[config.mk]
export PLATFORM = sky130hd
export DESIGN_NAME = key_switch_io
export DESIGN_NICKNAME = d
export VERILOG_FILES = /design/src/rtl/key_switch_io_pkg.sv /design/src/rtl/key_switch_io_debouncer.sv /design/src/rtl/key_switch_io.sv
export SDC_FILE = /design/constraint.sdc
export NUM_CORES = 1
export LEC_CHECK = 0
export ABC_CLOCK_PERIOD_IN_PS = 4000
export BUFFER_PORTS_ARGS = -buffer_cell sky130_fd_sc_hd__buf_2
export CAP_MARGIN = 40
export CORE_MARGIN = 2
export CORE_UTILIZATION = 60
export CTS_CLUSTER_SIZE = 30
export DETAILED_ROUTE_END_ITERATION = 12
export GPL_TIMING_DRIVEN = 0
export PLACE_DENSITY = 0.77
export SYNTH_ARGS = -nofsm -noshare
export SYNTH_HDL_FRONTEND = slang
export SYNTH_SLANG_ARGS = --single-unit
[constraint.sdc]
create_clock -name CLK -period 4 [get_ports CLK]
set_clock_uncertainty 0.15 [all_clocks]
set_input_delay 0.4 -clock CLK [delete_from_list [all_inputs] [get_ports CLK]]
set_output_delay 0.4 -clock CLK [all_outputs]
set_load 0.02 [all_outputs]
[src/rtl/key_switch_io_pkg.sv]
// ---------------------------------------------------------------------------
// key_switch_io_pkg
//   Shared constants and helpers for the key/switch I/O responder.
//   - Register offsets (byte offsets from BASE, 16-bit word aligned)
//   - Read value returned when no register is selected
//   - Reset values of the KEY and SW paths
//   - Offset decoder used by the top-level address decoder
// ---------------------------------------------------------------------------
package key_switch_io_pkg;

    localparam logic [2:0]  KDATA_OFS = 3'd0;
    localparam logic [2:0]  SDATA_OFS = 3'd2;
    localparam logic [2:0]  KFLAG_OFS = 3'd4;
    localparam logic [2:0]  SFLAG_OFS = 3'd6;

    localparam logic [15:0] DOUT_MISS = 16'hDEAD;

    // Pushbuttons are active-low, so the idle (released) state is all ones.
    localparam logic [3:0]  KEY_RST   = 4'hF;
    localparam logic [9:0]  SW_RST    = 10'h0;

    typedef enum logic [2:0] {
        REG_NONE,
        REG_KDATA,
        REG_SDATA,
        REG_KFLAG,
        REG_SFLAG
    } reg_e;

    // Maps the low three address bits onto a register; odd offsets hit nothing.
    function automatic reg_e decode_ofs(input logic [2:0] ofs);
        reg_e r;
        case (ofs)
            KDATA_OFS: r = REG_KDATA;
            SDATA_OFS: r = REG_SDATA;
            KFLAG_OFS: r = REG_KFLAG;
            SFLAG_OFS: r = REG_SFLAG;
            default:   r = REG_NONE;
        endcase
        return r;
    endfunction

endpackage

[src/rtl/key_switch_io_debouncer.sv]
// ---------------------------------------------------------------------------
// debouncer
//   Two-flop synchroniser followed by a per-bit consecutive-cycle debounce
//   counter. A debounced bit only follows its synchronised input after the
//   input has differed from it for DEBOUNCE_CYCLES consecutive cycles.
//
// Ports
//   i_clk   system clock
//   i_rst   synchronous, active-high reset
//   i_raw   asynchronous raw inputs
//   o_deb   debounced value (registered)
//   o_chg   per-bit strobe: the matching o_deb bit flips at the next edge
// ---------------------------------------------------------------------------
module debouncer #(
    parameter int                 WIDTH           = 4,
    parameter logic [WIDTH-1:0]   RST_VAL         = '0,
    parameter int                 DEBOUNCE_CYCLES = 50000,
    parameter int                 CNTBITS         = 16
) (
    input  logic             i_clk,
    input  logic             i_rst,
    input  logic [WIDTH-1:0] i_raw,
    output logic [WIDTH-1:0] o_deb,
    output logic [WIDTH-1:0] o_chg
);

    localparam logic [CNTBITS-1:0] LAST_CNT = CNTBITS'(DEBOUNCE_CYCLES - 1);

    logic [WIDTH-1:0]   r_sync1;
    logic [WIDTH-1:0]   r_sync2;
    logic [WIDTH-1:0]   r_deb;
    logic [CNTBITS-1:0] r_cnt [WIDTH];
    logic [WIDTH-1:0]   w_chg;

    // A bit flips when it still differs on the cycle its counter reaches the
    // terminal count, i.e. the difference has lasted DEBOUNCE_CYCLES cycles.
    always_comb begin
        w_chg = '0;
        for (int i = 0; i < WIDTH; i++) begin
            w_chg[i] = (r_sync2[i] != r_deb[i]) && (r_cnt[i] == LAST_CNT);
        end
    end

    always_ff @(posedge i_clk) begin
        if (i_rst) begin
            r_sync1 <= RST_VAL;
            r_sync2 <= RST_VAL;
            r_deb   <= RST_VAL;
            for (int i = 0; i < WIDTH; i++) begin
                r_cnt[i] <= '0;
            end
        end else begin
            r_sync1 <= i_raw;
            r_sync2 <= r_sync1;
            for (int i = 0; i < WIDTH; i++) begin
                if (r_sync2[i] == r_deb[i]) begin
                    // Any agreeing cycle breaks the run of differing cycles.
                    r_cnt[i] <= '0;
                end else if (w_chg[i]) begin
                    r_deb[i] <= r_sync2[i];
                    r_cnt[i] <= '0;
                end else begin
                    r_cnt[i] <= r_cnt[i] + CNTBITS'(1);
                end
            end
        end
    end

    assign o_deb = r_deb;
    assign o_chg = w_chg;

endmodule

[src/rtl/key_switch_io.sv]
// ---------------------------------------------------------------------------
// key_switch_io
//   Memory-mapped responder for the pushbuttons and slide switches on the
//   processor's data-memory bus. Debounces KEY[3:0] and SW[9:0], records
//   sticky key-press / overrun / switch-change flags, and presents register
//   contents combinationally on DOUT whenever SEL is high.
//
//   Register map (byte offset from BASE):
//     +0 KDATA  {12'b0, debounced KEY}            read only
//     +2 SDATA  {6'b0, debounced SW}              read only
//     +4 KFLAG  [7:4] overrun, [3:0] press        write-1-to-clear
//     +6 SFLAG  [9:0] change                      write-1-to-clear
//
// Ports
//   CLK    system clock
//   RESET  synchronous, active-high reset
//   ADDR   byte address from the processor
//   DIN    write data
//   WE     write strobe (only acts when SEL is high)
//   SEL    high when ADDR hits one of the four registers
//   DOUT   read data for ADDR, DOUT_MISS when SEL is low
//   KEY    raw pushbuttons, active-low
//   SW     raw slide switches
// ---------------------------------------------------------------------------
module key_switch_io
    import key_switch_io_pkg::*;
#(
    parameter int               DBITS           = 16,
    parameter logic [DBITS-1:0] BASE            = 16'hFFF0,
    parameter int               DEBOUNCE_CYCLES = 50000,
    parameter int               CNTBITS         = 16
) (
    input  logic             CLK,
    input  logic             RESET,
    input  logic [DBITS-1:0] ADDR,
    input  logic [DBITS-1:0] DIN,
    input  logic             WE,
    output logic             SEL,
    output logic [DBITS-1:0] DOUT,
    input  logic [3:0]       KEY,
    input  logic [9:0]       SW
);

    logic [3:0] w_key_deb;
    logic [3:0] w_key_chg;
    logic [9:0] w_sw_deb;
    logic [9:0] w_sw_chg;

    logic       w_base_hit;
    reg_e       w_reg;
    logic       w_wr_kflag;
    logic       w_wr_sflag;
    logic [3:0] w_key_press;
    logic [3:0] w_clr_press;
    logic [3:0] w_clr_ovr;
    logic [9:0] w_clr_sw;
    logic       w_unused_din;

    logic [3:0] r_kflag;
    logic [3:0] r_kovr;
    logic [9:0] r_sflag;

    debouncer #(
        .WIDTH           (4),
        .RST_VAL         (KEY_RST),
        .DEBOUNCE_CYCLES (DEBOUNCE_CYCLES),
        .CNTBITS         (CNTBITS)
    ) u_key_deb (
        .i_clk (CLK),
        .i_rst (RESET),
        .i_raw (KEY),
        .o_deb (w_key_deb),
        .o_chg (w_key_chg)
    );

    debouncer #(
        .WIDTH           (10),
        .RST_VAL         (SW_RST),
        .DEBOUNCE_CYCLES (DEBOUNCE_CYCLES),
        .CNTBITS         (CNTBITS)
    ) u_sw_deb (
        .i_clk (CLK),
        .i_rst (RESET),
        .i_raw (SW),
        .o_deb (w_sw_deb),
        .o_chg (w_sw_chg)
    );

    // Address decode: upper bits select the 8-byte window, the low three
    // bits pick a halfword register; odd byte addresses select nothing.
    assign w_base_hit = (ADDR[DBITS-1:3] == BASE[DBITS-1:3]);
    assign w_reg      = w_base_hit ? decode_ofs(ADDR[2:0]) : REG_NONE;
    assign SEL        = (w_reg != REG_NONE);

    assign w_wr_kflag = WE && (w_reg == REG_KFLAG);
    assign w_wr_sflag = WE && (w_reg == REG_SFLAG);

    assign w_clr_press = w_wr_kflag ? DIN[3:0] : 4'h0;
    assign w_clr_ovr   = w_wr_kflag ? DIN[7:4] : 4'h0;
    assign w_clr_sw    = w_wr_sflag ? DIN[9:0] : 10'h0;

    // A press is a debounced 1->0 transition: the bit is 1 now and flips.
    assign w_key_press = w_key_chg & w_key_deb;

    // Upper write-data bits carry no register content.
    assign w_unused_din = &{1'b0, DIN[DBITS-1:10]};

    // Flag registers. A new event ORs in after the clear mask, so a set on
    // the same edge as its W1C keeps the flag. Overrun needs the press flag
    // to survive the edge, so a simultaneous clear suppresses it.
    always_ff @(posedge CLK) begin
        if (RESET) begin
            r_kflag <= 4'h0;
            r_kovr  <= 4'h0;
            r_sflag <= 10'h0;
        end else begin
            r_kflag <= w_key_press | (r_kflag & ~w_clr_press);
            r_kovr  <= (w_key_press & r_kflag & ~w_clr_press) |
                       (r_kovr & ~w_clr_ovr);
            r_sflag <= w_sw_chg | (r_sflag & ~w_clr_sw);
        end
    end

    // Zero-latency read path.
    always_comb begin
        DOUT = DBITS'(DOUT_MISS);
        case (w_reg)
            REG_KDATA: DOUT = DBITS'(w_key_deb);
            REG_SDATA: DOUT = DBITS'(w_sw_deb);
            REG_KFLAG: DOUT = DBITS'({r_kovr, r_kflag});
            REG_SFLAG: DOUT = DBITS'(r_sflag);
            default:   DOUT = DBITS'(DOUT_MISS);
        endcase
    end

endmodule

=== Yosys cells after proc, flatten, opt, wreduce, memory -nomap -nowiden ===
Memories as Yosys holds them, arrays and structs flattened.
Index checks and enable logic that the tools add are counted.
Widths: inputs -> output; s select.

* Bits in registers: 60
* Bits in writable memories: 224
* Input bits: 49
* Output and inout bits: 17
* Logic and storage cells: 391
* Memories: 2

* Add/sub/neg operators: 14
* Equality and inequality tests: 50
* Mux-type cells: 204
* Bitwise gates (word level): 68
* Reduce and logical (&&, ||, !) cells: 32

{| class="wikitable"
|+ Memory list
! memory !! depth !! bits a word !! read ports !! clocked after Yosys merged registers in !! write ports !! line !! source
|-
| u_sw_deb.r_cnt || 10 || 16 || 10 || 0 || 10 || key_switch_io_debouncer.sv:32 || <nowiki>logic [CNTBITS-1:0] r_cnt [WIDTH];</nowiki>
|-
| u_key_deb.r_cnt || 4 || 16 || 4 || 0 || 4 || key_switch_io_debouncer.sv:32 ||
|}

{| class="wikitable"
|+ Operators by type and width
! operator !! count
|-
| $mux 16 || 42
|-
| $add 16x1->16 const B || 14
|-
| $eq 16x16->1 const B || 14
|-
| $mux 1 || 156
|-
| $pmux 16 s4 || 1
|-
| $or 1x1->1 || 42
|-
| $reduce_and 2->1 || 14
|-
| $and 4x4->4 || 5
|-
| $logic_and 1x1->1 || 16
|-
| $eq 1x1->1 || 14
|-
| $ne 1x1->1 || 14
|-
| $not 1->1 || 14
|-
| $eq 13x13->1 const B || 1
|-
| $pmux 3 s4 || 1
|-
| $and 10x10->10 || 1
|-
| $mux 10 || 1
|-
| $not 10->10 || 1
|-
| $or 10x10->10 || 1
|-
| $eq 3x2->1 const B || 3
|-
| $eq 3x3->1 const B || 3
|-
| $mux 4 || 2
|-
| $not 4->4 || 2
|-
| $or 4x4->4 || 2
|-
| $eq 3x1->1 const B || 1
|-
| 3 further kinds || 3
|}

=== Depth between registers and ports, before layout ===
* Depth in word-level cells: 9
* Depth in mapped cells: 7
* Gate-level depth less buffers: 5

=== By module ===
From an unflattened synthesis, not the netlist that was laid out.

* Cell total of the unflattened synthesis: 1424
* Area total of the unflattened synthesis: 14729.1 um^2

{| class="wikitable"
|+ Modules (own cells, without submodules)
! module !! times used !! cells each !! area each (um^2) !! seq. area each (um^2)
|-
| debouncer (u_sw_deb) || 1 || 917 || 9710.6 || 5405.2
|-
| debouncer (u_key_deb) || 1 || 361 || 3873.7 || 2162.1
|-
| key_switch_io || 1 || 146 || 1144.8 || 360.3
|}

=== Worst setup path before layout ===
Ideal clock, no wire load.

* Path type: input to output
* Start point: input port ADDR[0]
* End point: output port DOUT[8]
* Arrival time: 1.849 ns
* Data required time: 3.450 ns
* Setup slack: 1.601 ns
* Stages on the path: 4
* Buffers on the path: 1
* Cells stage by stage: nor4bb_1 > nand4_1 > clkbuf_1 > nor3b_1

* Cells in the longest elaborated chain, start to end: 5
* Elaborated cells between the ends (all ways): 11
* Classes of those cells: 7 x eq/ne; 3 x mux; 1 x reduce/logical

{| class="wikitable"
|+ RTL lines
! what !! line !! source
|-
| start: declaration || key_switch_io.sv:35 || <nowiki>input logic [DBITS-1:0] ADDR,</nowiki>
|-
| $eq 3x3->1 (tied with other cells) || key_switch_io_pkg.sv:33 || <nowiki>case (ofs)</nowiki>
|-
| $pmux 3 s4 (*) || key_switch_io_pkg.sv:33 ||
|-
| $mux 3 (*) || key_switch_io.sv:92 || <nowiki>assign w_reg = w_base_hit ? decode_ofs(ADDR[2:0]) : REG_NONE;</nowiki>
|-
| $eq 3x3->1 (tied with other cells) || key_switch_io.sv:127 || <nowiki>case (w_reg)</nowiki>
|-
| $pmux 16 s4 (*) || key_switch_io.sv:127 ||
|-
| end: declaration || key_switch_io.sv:39 || <nowiki>output logic [DBITS-1:0] DOUT,</nowiki>
|}

Mark *: on every way between the ends. The rest lies on a longest branch, timed or not.

=== Worst setup path after layout ===
* Start point: input port ADDR[0]
* End point: output port DOUT[2]

The elaborated chain is that of the path after synthesis.

==> results.md <==
| Parameter | Reported | Unit |
| --- | --- | --- |
| Routed via count | 10866 | - |
| Largest net degree at the start of global routing | 16 | - |
| Primary FF master, synth | edfxtp_1 | - |
| Avg Cell Area, Syn | 10.6 | µm² |
| Pleak | 0.00623 | µW |
| Top Ports | 66 | - |
| CTS H-tree depth | 1 | - |
| Worst flop-to-flop path startpoint | u_key_deb.r_cnt[3][4] | - |
| Setup_tns | 0 | ns |
| Share of synthesized flip-flops with an asynchronous set or reset | 0 | - |
| Category of cells accounting for the largest share of critical-path delay | simple AND/OR/NAND/NOR gates | - |
| Cell with the most instances after synthesis | edfxtp_1 | - |
| Share of cells above drive strength 1 | 0.0829 | - |
| Final wirelength | 28800 | µm |
| Input/output buffers | 57 | - |
| Portion of the post-synthesis area used by sequential elements | 0.544 | - |
| Least-Margin Pin Slew | 0.797 | ns |
| Overall track demand over capacity in global routing | 0.225 | - |
| Number of global-route vias before repair | 10349 | - |
| Horiz. Die Dim | 160 | µm |
| Highest achievable clock rate | 361 | MHz |
| Final Cycle Share | 0.692 | - |
| Initial cell density of the core | 0.604 | - |
| FF-to-FF setup slack | 1.39 | ns |
| Total stage count of the critical path | 6 | - |
| Core footprint | 24100 | µm² |
| Setup WS pre-CTS | 1.21 | ns |
| Cell count after synthesis | 1373 | - |
| Per-cell via count in the routed design | 5.30 | - |
| Type of the tightest min-delay check | in2reg | - |
| Critical Path Slowest Stage Cell | or2_2 | - |
| PnR worst setup slack | 1.23 | ns |
| Starting DRT DRC Count | 693 | - |
| Class of the most critical setup path | in2out | - |
| Cell types with the highest counts after synthesis | edfxtp_1 (224), nor2_1 (216), xor2_1 (99) | - |
| Data arrival, critical path | 2.22 | ns |
| Min Hold Slack | 0.0443 | ns |
| Cells resized by post-CTS repair | 0 | - |
| Worst reg2reg path endpoint | u_key_deb.r_cnt[3][6] | - |
| Main area contributors after synthesis | edfxtp_1 (46%), dfxtp_1 (8.2%), xor2_1 (6.0%), nor2_1 (5.6%), xnor2_1 (4.8%) | - |
| Min cycle time layout | 2.77 | ns |
| GPL Wtd Cong | 0.867 | - |
| ANT nets after route | 0 | - |
| Area leader, netlist | edfxtp_1 | - |
| Layout overhead on the synthesized area | 17.9 | % |
| Half-perimeter wire length of the detailed placement result | 20700 | µm |
| Final-report setup violation count | 0 | - |
| Full die area | 25500 | µm² |
| Total power density per cell area | 369 | nW/µm² |
| Chain of cells forming the critical path | buf_2 > nor4bb_1 > nand4_1 > clkbuf_1 > or2_2 > buf_2 | - |
| Clock tree from TritonCTS | yes | - |
| Endpoint type of the worst setup path | output pin | - |
| Buf/Inv on CP | 3 | - |
| Yosys Warn Count | 0 | - |
| Overflow after GRT | 0 | - |
| Reg2reg path depth | 7 | - |
| Number of enable-type register cells in the synthesized netlist | 224 | - |
| Clock-pin slew on the worst setup and hold paths | 0.06 | ns |
| Worst-Skew Late Latency | 0.56 | ns |
| Worst Min Path Start | DIN[5] | - |
| Delay of the slowest cell on the worst path | 0.45 | ns |
| Unrepaired setup endpoints after global routing | false | - |
| DRC errors left | 0 | - |
| Kind of launch point of the worst setup path | input pin | - |
| Maximum fanout along the worst path | 14 | - |
| Top cell type's share of synthesized area | 0.462 | - |
| Total clock buffers created by CTS | 31 | - |
| Area of the mapped netlist | 14600 | µm² |
| # Max-Cap Violations | 0 | - |
| Max IR drop VDD | 0.344 | mV |
| Unique cell type count in the Yosys netlist | 52 | - |
| Clock root buffer master | clkbuf_16 | - |
| Capturing instance or port of the critical path | DOUT[2] | - |
| Largest buffer count on any clock path | 3 | - |
| Max-slew headroom | 0.468 | - |
| Number of synthesized register bits | 284 | - |
| Final layout net count | 1763 | - |
| Final number of hold-violating endpoints | 0 | - |
| Post-CTS Setup Bufs | 0 | - |
| Wire length of the first global-routing pass | 47900 | µm |
| Average detailed-routed wire length per instance | 14.0 | µm |
| Run status | finished, final reports clean | - |
| Source of the critical timing path | ADDR[0] | - |
| Cell mode on critical path | buf_2 | - |
| Data required time of the critical path | 3.45 | ns |
| Antenna violations before repair | 2 | - |
| Chip Height | 160 | µm |
| Core Rows | 57 | - |
| TritonCTS Sinks | 284 | - |
| Drt pass-1 iters | 7 | - |
| Final count of pins violating max slew | 0 | - |
placed cells by master, fill, tap and decap left out, types with 6 or more instances in the layout:
| cell type | instances |
|---|---|
| conb_1 | 225 |
| edfxtp_1 | 224 |
| nor2_1 | 216 |
| xor2_1 | 99 |
| nand3_1 | 87 |
| nand2_1 | 79 |
| xnor2_1 | 79 |
| nand4_1 | 65 |
| dfxtp_1 | 60 |
| buf_2 | 58 |
| clkbuf_1 | 46 |
| a21oi_1 | 40 |
| and3_1 | 34 |
| o21ai_0 | 32 |
| clkbuf_16 | 31 |
| inv_1 | 29 |
| and4_1 | 27 |
| nor3_1 | 27 |
| nor2b_1 | 24 |
| or3_1 | 24 |
| nor4_1 | 20 |
| or4_1 | 19 |
| nor4bb_1 | 15 |
| or2_2 | 15 |
| ha_1 | 14 |
| dlygate4sd3_1 | 14 |
| mux2i_1 | 13 |
| o31ai_1 | 13 |
| buf_4 | 9 |
| o211ai_1 | 8 |
| nor4b_1 | 6 |
| nand2b_1 | 6 |
| clkinv_2 | 6 |
how the worst min path moves through the flow:
| stage | end | cells past startpoint |
|---|---|---|
| CTS | r_kovr[1] | 4 |
| global route | r_kovr[1] | 4 |
| global placement | u_key_deb.r_sync2[0] | 1 |
| detailed placement | u_key_deb.r_sync2[3] | 1 |
| floorplan | u_key_deb.r_sync2[0] | 1 |
| finish | r_kovr[1] | 4 |
cell families (layout without fill, tap and decap cells):
family                     after synthesis  in the layout  share of synthesized area
DFF                                    284            284                      0.544
muxes                                   22             22                     0.0190
xor gates and xnor gates               178            178                      0.107
buffers and inverters                   79            208                     0.0228
other                                    2            226                   0.000516
and+or+nand+nor                        687            687                      0.250
adders and majority gates               14             14                     0.0120
AOI/OAI and AO/OA                      107            107                     0.0441
worst min-delay path, stage by stage:
cell and delay, ns:
buf_2 0.11, nand2_1 0.08, o211ai_1 0.08, o41ai_1 0.05
area by class of cell:
cell class | instances | area [µm²]
diodes | 1 | 2.50
plain buffers | 50 | 223
clock buffers | 45 | 878
clock inverters | 13 | 63.8
fillers | 1820 | 6930
inverters | 29 | 109
multi-input cells | 1233 | 7140
flip-flops and latches | 284 | 7930
well taps | 324 | 405
repair buffers | 71 | 425
state kept, by name (all words and copies together) (netlist names):
signal and flops:
u_key_deb.r_cnt 64, u_sw_deb.r_cnt 160, r_sflag 10, r_kovr 4, u_key_deb.o_deb 4, u_sw_deb.r_sync2 10, u_key_deb.r_sync1 4, r_kflag 4
u_sw_deb.o_deb 10, u_key_deb.r_sync2 4, u_sw_deb.r_sync1 10
power by group:
part | total [µW] | switching [µW] | internal [µW]
combinational | 293 | 169 | 123
clock | 2630 | 1120 | 1510
sequential | 3410 | 117 | 3300
total | 6340 | 1410 | 4930
routing by layer:
layer,wire length [µm],track usage,vias up
li1,-,-,5460
met1,12900,0.295,5097
met2,13700,0.389,242
met3,1280,0.0309,65
met4,849,0.0729,2
met5,13,0,-
through the flow:
step	power, µW	instance area, µm²	util	std cells
3_3_place_gp	3730	16100	0.667	1977
6_report	6340	17200	0.712	2050
4_1_cts	6380	17200	0.712	2049
5_1_grt	6550	17200	0.712	2050
2_1_floorplan	3640	15400	-	1596
3_5_place_dp	3740	16100	0.667	1977
repair_timing:
item,CTS,global route
hold buffers,14,0
endpoints found under the setup margin,0,0
endpoints found under the hold margin,14,0
(Power assumes the default switching activity.)
